### src/rtl/serial_pkg.sv
// Shared types and constants for the serial-adder sequencer.
package serial_pkg;

  localparam int DEF_WIDTH = 4;

  typedef enum logic [2:0] {
    IDLE,
    LOAD,
    SHIFT,
    CAPT,
    HOLD
  } seq_state_t;

  // Bits needed to count 0..value-1; never less than one.
  function automatic int clog2(input int value);
    int r;
    r = 1;
    for (int i = 1; i < 31; i++) begin
      if ((1 << i) < value) r = i + 1;
    end
    return r;
  endfunction

endpackage

### src/rtl/serial_bit_counter.sv
// Clearable up-counter that flags the last of WIDTH counts.
module serial_bit_counter
  import serial_pkg::*;
#(
  parameter int WIDTH = DEF_WIDTH
) (
  input  logic i_clk,
  input  logic i_rst,
  input  logic i_clr,
  input  logic i_en,
  output logic o_tc
);

  localparam int CW = clog2(WIDTH);
  localparam logic [CW-1:0] LAST = CW'(WIDTH - 1);

  logic [CW-1:0] r_count;

  always_ff @(posedge i_clk or posedge i_rst) begin
    if (i_rst) begin
      r_count <= '0;
    end else if (i_clr) begin
      r_count <= '0;
    end else if (i_en) begin
      r_count <= r_count + 1'b1;
    end
  end

  assign o_tc = (r_count == LAST);

endmodule

### src/rtl/serial_add_seq.sv
// Operand sequencer and result collector for the bit-serial adder.
// Define SERIAL_SEQ_OVF_EN to report the carry-out of each addition on res_ovf.
module serial_add_seq
  import serial_pkg::*;
#(
  parameter int WIDTH = DEF_WIDTH
) (
  input  logic             clk,
  input  logic             reset,
  input  logic             op_valid,
  output logic             op_ready,
  input  logic [WIDTH-1:0] op_a,
  input  logic [WIDTH-1:0] op_b,
  output logic             load,
  output logic             shift,
  output logic [WIDTH-1:0] a,
  output logic [WIDTH-1:0] b,
  input  logic [WIDTH-1:0] sum,
  output logic             res_valid,
  input  logic             res_ready,
  output logic [WIDTH-1:0] res_sum,
  output logic             res_ovf
);

  seq_state_t       r_state;
  seq_state_t       w_state_nxt;
  logic             w_accept;
  logic             w_cnt_en;
  logic             w_cnt_clr;
  logic             w_tc;
  logic [WIDTH-1:0] r_a;
  logic [WIDTH-1:0] r_b;
  logic [WIDTH-1:0] r_res_sum;

  assign w_accept  = (r_state == IDLE) && op_valid;
  assign w_cnt_en  = (r_state == SHIFT);
  assign w_cnt_clr = ~w_cnt_en;

  serial_bit_counter #(
    .WIDTH(WIDTH)
  ) u_bit_cnt (
    .i_clk(clk),
    .i_rst(reset),
    .i_clr(w_cnt_clr),
    .i_en (w_cnt_en),
    .o_tc (w_tc)
  );

  always_ff @(posedge clk or posedge reset) begin
    if (reset) begin
      r_state <= IDLE;
    end else begin
      r_state <= w_state_nxt;
    end
  end

  // IDLE accept | LOAD adder load | SHIFT WIDTH shifts | CAPT sample sum | HOLD offer result
  always_comb begin
    w_state_nxt = r_state;
    op_ready    = 1'b0;
    load        = 1'b0;
    shift       = 1'b0;
    res_valid   = 1'b0;
    case (r_state)
      IDLE: begin
        op_ready = 1'b1;
        if (op_valid) w_state_nxt = LOAD;
      end
      LOAD: begin
        load        = 1'b1;
        w_state_nxt = SHIFT;
      end
      SHIFT: begin
        shift = 1'b1;
        if (w_tc) w_state_nxt = CAPT;
      end
      CAPT: begin
        w_state_nxt = HOLD;
      end
      HOLD: begin
        res_valid = 1'b1;
        if (res_ready) w_state_nxt = IDLE;
      end
      default: begin
        w_state_nxt = IDLE;
      end
    endcase
  end

  always_ff @(posedge clk or posedge reset) begin
    if (reset) begin
      r_a       <= '0;
      r_b       <= '0;
      r_res_sum <= '0;
    end else begin
      if (w_accept) begin
        r_a <= op_a;
        r_b <= op_b;
      end
      if (r_state == CAPT) begin
        r_res_sum <= sum;
      end
    end
  end

  assign a       = r_a;
  assign b       = r_b;
  assign res_sum = r_res_sum;

`ifdef SERIAL_SEQ_OVF_EN
  logic [WIDTH:0] w_wide_sum;
  logic           w_done;
  logic           r_carry;
  logic           r_res_ovf;

  // Carry is taken from the accepted operands so it lines up with the captured sum.
  assign w_wide_sum = {1'b0, op_a} + {1'b0, op_b};
  assign w_done     = (r_state == HOLD) && res_ready;

  always_ff @(posedge clk or posedge reset) begin
    if (reset) begin
      r_carry   <= 1'b0;
      r_res_ovf <= 1'b0;
    end else begin
      if (w_accept) r_carry <= w_wide_sum[WIDTH];
      if (r_state == CAPT) begin
        r_res_ovf <= r_carry;
      end else if (w_done) begin
        r_res_ovf <= 1'b0;
      end
    end
  end

  assign res_ovf = r_res_ovf;
`else
  assign res_ovf = 1'b0;
`endif

endmodule
### config.mk
export PLATFORM = sky130hd
export DESIGN_NAME = serial_add_seq
export DESIGN_NICKNAME = d
export VERILOG_FILES = /design/src/rtl/serial_pkg.sv /design/src/rtl/serial_bit_counter.sv /design/src/rtl/serial_add_seq.sv
export SDC_FILE = /design/constraint.sdc
export NUM_CORES = 1
export LEC_CHECK = 0
export CAP_MARGIN = 20
export CORE_MARGIN = 3
export CORE_UTILIZATION = 30
export CTS_CLUSTER_DIAMETER = 80
export DETAILED_ROUTE_END_ITERATION = 6
export PLACE_DENSITY = 0.68
export SETUP_SLACK_MARGIN = 0.5
export SYNTH_ARGS = -nofsm -noshare
export SYNTH_HDL_FRONTEND = slang
export SYNTH_SLANG_ARGS = --single-unit
### constraint.sdc
create_clock -name clk -period 3.1 [get_ports clk]
set_clock_uncertainty 0.1 [all_clocks]
set_input_delay 0.465 -clock clk [delete_from_list [all_inputs] [get_ports clk]]
set_output_delay 0.465 -clock clk [all_outputs]
set_load 0.05 [all_outputs]
==> impl_metrics.py <==
metrics = {
    "floorplan": {
        "die_area_um2": 3050,
        "start_util_pct": 32.3,
        "fp-row-count": 17,
        "dieHeight_um": 55.3,
        "io_pins": 33,
        "core_um2": 2250,
        "fp.dieW_um": 55.3,
    },
    "global_routing": {
        "antenna_found_initial": 0,
        "track_usage_pct": 9.88,
        "grt_max_degree": 18,
        "grt_overflow": 0,
        "grt_pass1_wl_um": 2450,
        "grt_pass1_vias": 519,
    },
    "worst_setup_path": {
        "end_kind": "primary output",
        "r2r_slack_ns": 1.41,
        "path_max_fanout": 9,
        "cp_slowest_cell": "clkdlybuf4s50_1",
        "cp-start-kind": "flip-flop",
        "crit-reg2reg-launch": "r_state[1]",
        "path_cells": "nor3_1, clkdlybuf4s50_1",
        "crit_required_ns": 2.53,
        "cp.arrival_ns": 1.87,
        "rr_worst_depth": 2,
        "r2r_end": "a[1]",
        "critPathMaxStageDelay_ns": 0.84,
        "critPathKind": "flip-flop to primary output",
    },
    "synth": {
        "yosys_warnings": 0,
        "avgSynthCellArea_um2": 14.6,
        "synth_top_area_cell": "dfrtp_1",
        "synthCells": 50,
        "syn-num-nets": 67,
        "synth-seq-area-share_pct": 58.4,
        "synth_top_area_share_pct": 58.4,
        "synth_area_leaders": "dfrtp_1 (58%), mux2_2 (19%), nor4b_4 (3.3%), buf_6 (3.1%), nor3b_1 (3.1%)",
        "synth_cell_types": 19,
        "synth_seq_cells": 17,
        "syn-cell-area_um2": 728,
    },
    "layout": {
        "nNetsFinal": 99,
        "syn2layout_area_growth_pct": 46.4,
        "n_antenna_cell": 0,
        "n_fill_cell": 221,
        "drive_gt1_share_pct": 21.0,
    },
    "place": {
        "place_hpwl_um": 1040,
        "gp_congestion": 0.671,
        "io_buffers": 31,
    },
    "hold_path": {
        "hold_path.class": "flip-flop to flip-flop",
        "hold_end": "u_bit_cnt.r_count[0]",
        "hp-start": "u_bit_cnt.r_count[0]",
        "whs_path_depth": 1,
    },
    "routing": {
        "routedWlPerCell_um": 12.4,
        "drtAntennaViolNets": 0,
        "drc": 0,
        "via_per_inst": 4.40,
        "via_count": 480,
        "first_iter_violations": 9,
        "drtPass1Iterations": 4,
        "routed_wirelength_um": 1360,
    },
    "clock_network": {
        "cts.clk_slew.worst_paths_ns": 0.09,
        "cts_root_buffer": "clkbuf_4",
        "cts.sink_count": 17,
        "cts_tree": "yes",
        "cts_resized": 1,
        "numCtsBuffers": 3,
        "clock_tree.buffer_depth": 2,
        "cts_hold_buf": 0,
        "worstSkewPairLatency_ns": 0.28,
        "htree_levels": 1,
        "cts_setup_buffers": 0,
    },
    "sta": {
        "max_freq_mhz": 411,
        "drv_slew": 0,
        "fin_crit_sh_pct": 78.5,
        "rsz0062_at_grt": "false",
        "setup_viol": 0,
        "layout_min_cycle_time_ns": 2.43,
        "tightest_slew_ns": 0.629,
        "hold_viol_final": 0,
        "timing.slew.headroom_pct": 58.1,
        "tns_ns": 0,
    },
    "job": {
        "maxCapViolations": 0,
    },
    "status": {
        "status": "complete, no violations",
    },
}
==> registers in the layout (all words and copies together), names as in the netlist <==
register,flops
a,4
res_sum,4
u_bit_cnt.r_count,2
r_state,3
b,4
==> cell usage in the layout (no fill, tap or decap), types with 2 or more instances in the layout <==
master | synthesis | layout
clkdlybuf4s50_1 | 0 | 29
nor3b_1 | 3 | 3
clkbuf_4 | 0 | 3
dfrtp_1 | 17 | 17
nor3_1 | 2 | 2
mux2_2 | 12 | 12
==> synthesized netlist by cell type <==
| library cell | count |
|---|---|
| and2_1 | 1 |
| buf_2 | 1 |
| buf_4 | 1 |
| buf_6 | 2 |
| conb_1 | 1 |
| dfrtp_1 | 17 |
| ha_1 | 1 |
| inv_1 | 1 |
| mux2_2 | 12 |
| mux2i_1 | 1 |
| nand2_1 | 1 |
| nand3b_1 | 1 |
| nor2_1 | 1 |
| nor2b_1 | 1 |
| nor3_1 | 2 |
| nor3b_1 | 3 |
| nor4b_4 | 1 |
| or4b_2 | 1 |
| xnor2_1 | 1 |
==> per-stage QoR <==
step	setup slack, ns	utilization (%)	instance area, um^2	hold slack, ns	instances
CTS	0.607	47.2	1060	0.343	109
global placement	0.837	46.1	1040	0.322	105
global route	0.582	47.3	1070	0.358	109
detailed placement	0.823	46.1	1040	0.329	105
finish	0.666	47.3	1070	0.339	109
floorplan	0.807	-	728	0.291	50
==> cell type report <==
cell class / count / area, um^2 / area share (%)
flip-flops and latches: 17 / 425 / 39.9
repair buffers: 31 / 312 / 29.2
multi-input cells: 28 / 264 / 24.8
well taps: 28 / 35.0 / 3.29
clock buffers: 4 / 26.3 / 2.46
inverters: 1 / 3.75 / 0.352
==> critical path: cells and delay by family, from the launching register on <==
kind                   cells  cell delay [ns]
buffers and inverters      1             0.84
flip-flops                 1             0.50
AND/OR/NAND/NOR            1             0.25
==> worst max path at each step <==
stage          slack [ns]        from  cells after the start        end
3_5_place_dp         0.82  r_state[1]                      2      shift
6_report             0.67  r_state[1]                      2   op_ready
5_1_grt              0.58  r_state[2]                      2  res_valid
3_3_place_gp         0.84  r_state[1]                      2      shift
4_1_cts              0.61  r_state[0]                      2       load
2_1_floorplan        0.81  r_state[0]                      2      shift
==> metal layers <==
layer  vias to the layer above  share of wire (%)  GRT usage [%]
li1                        228                  -              -
met1                       225                 44           12.6
met2                        25                 42           13.9
met3                         2                 13           4.44
met4                         0               0.59           5.21
met5                         -                  0              0
==> logic make-up after synthesis <==
group / after synthesis / share of synthesized area [%]
flip-flops: 17 / 58.4
XOR/XNOR: 1 / 1.20
buffers and inverters: 5 / 5.33
adder cells (fa/ha/maj): 1 / 1.72
other: 1 / 0.515
AND/OR/NAND/NOR: 12 / 12.9
multiplexers: 13 / 19.9
Power is left out: the tool's default activity adds up to more than one toggle a clock period on the data nets, which glitch-free logic cannot reach.
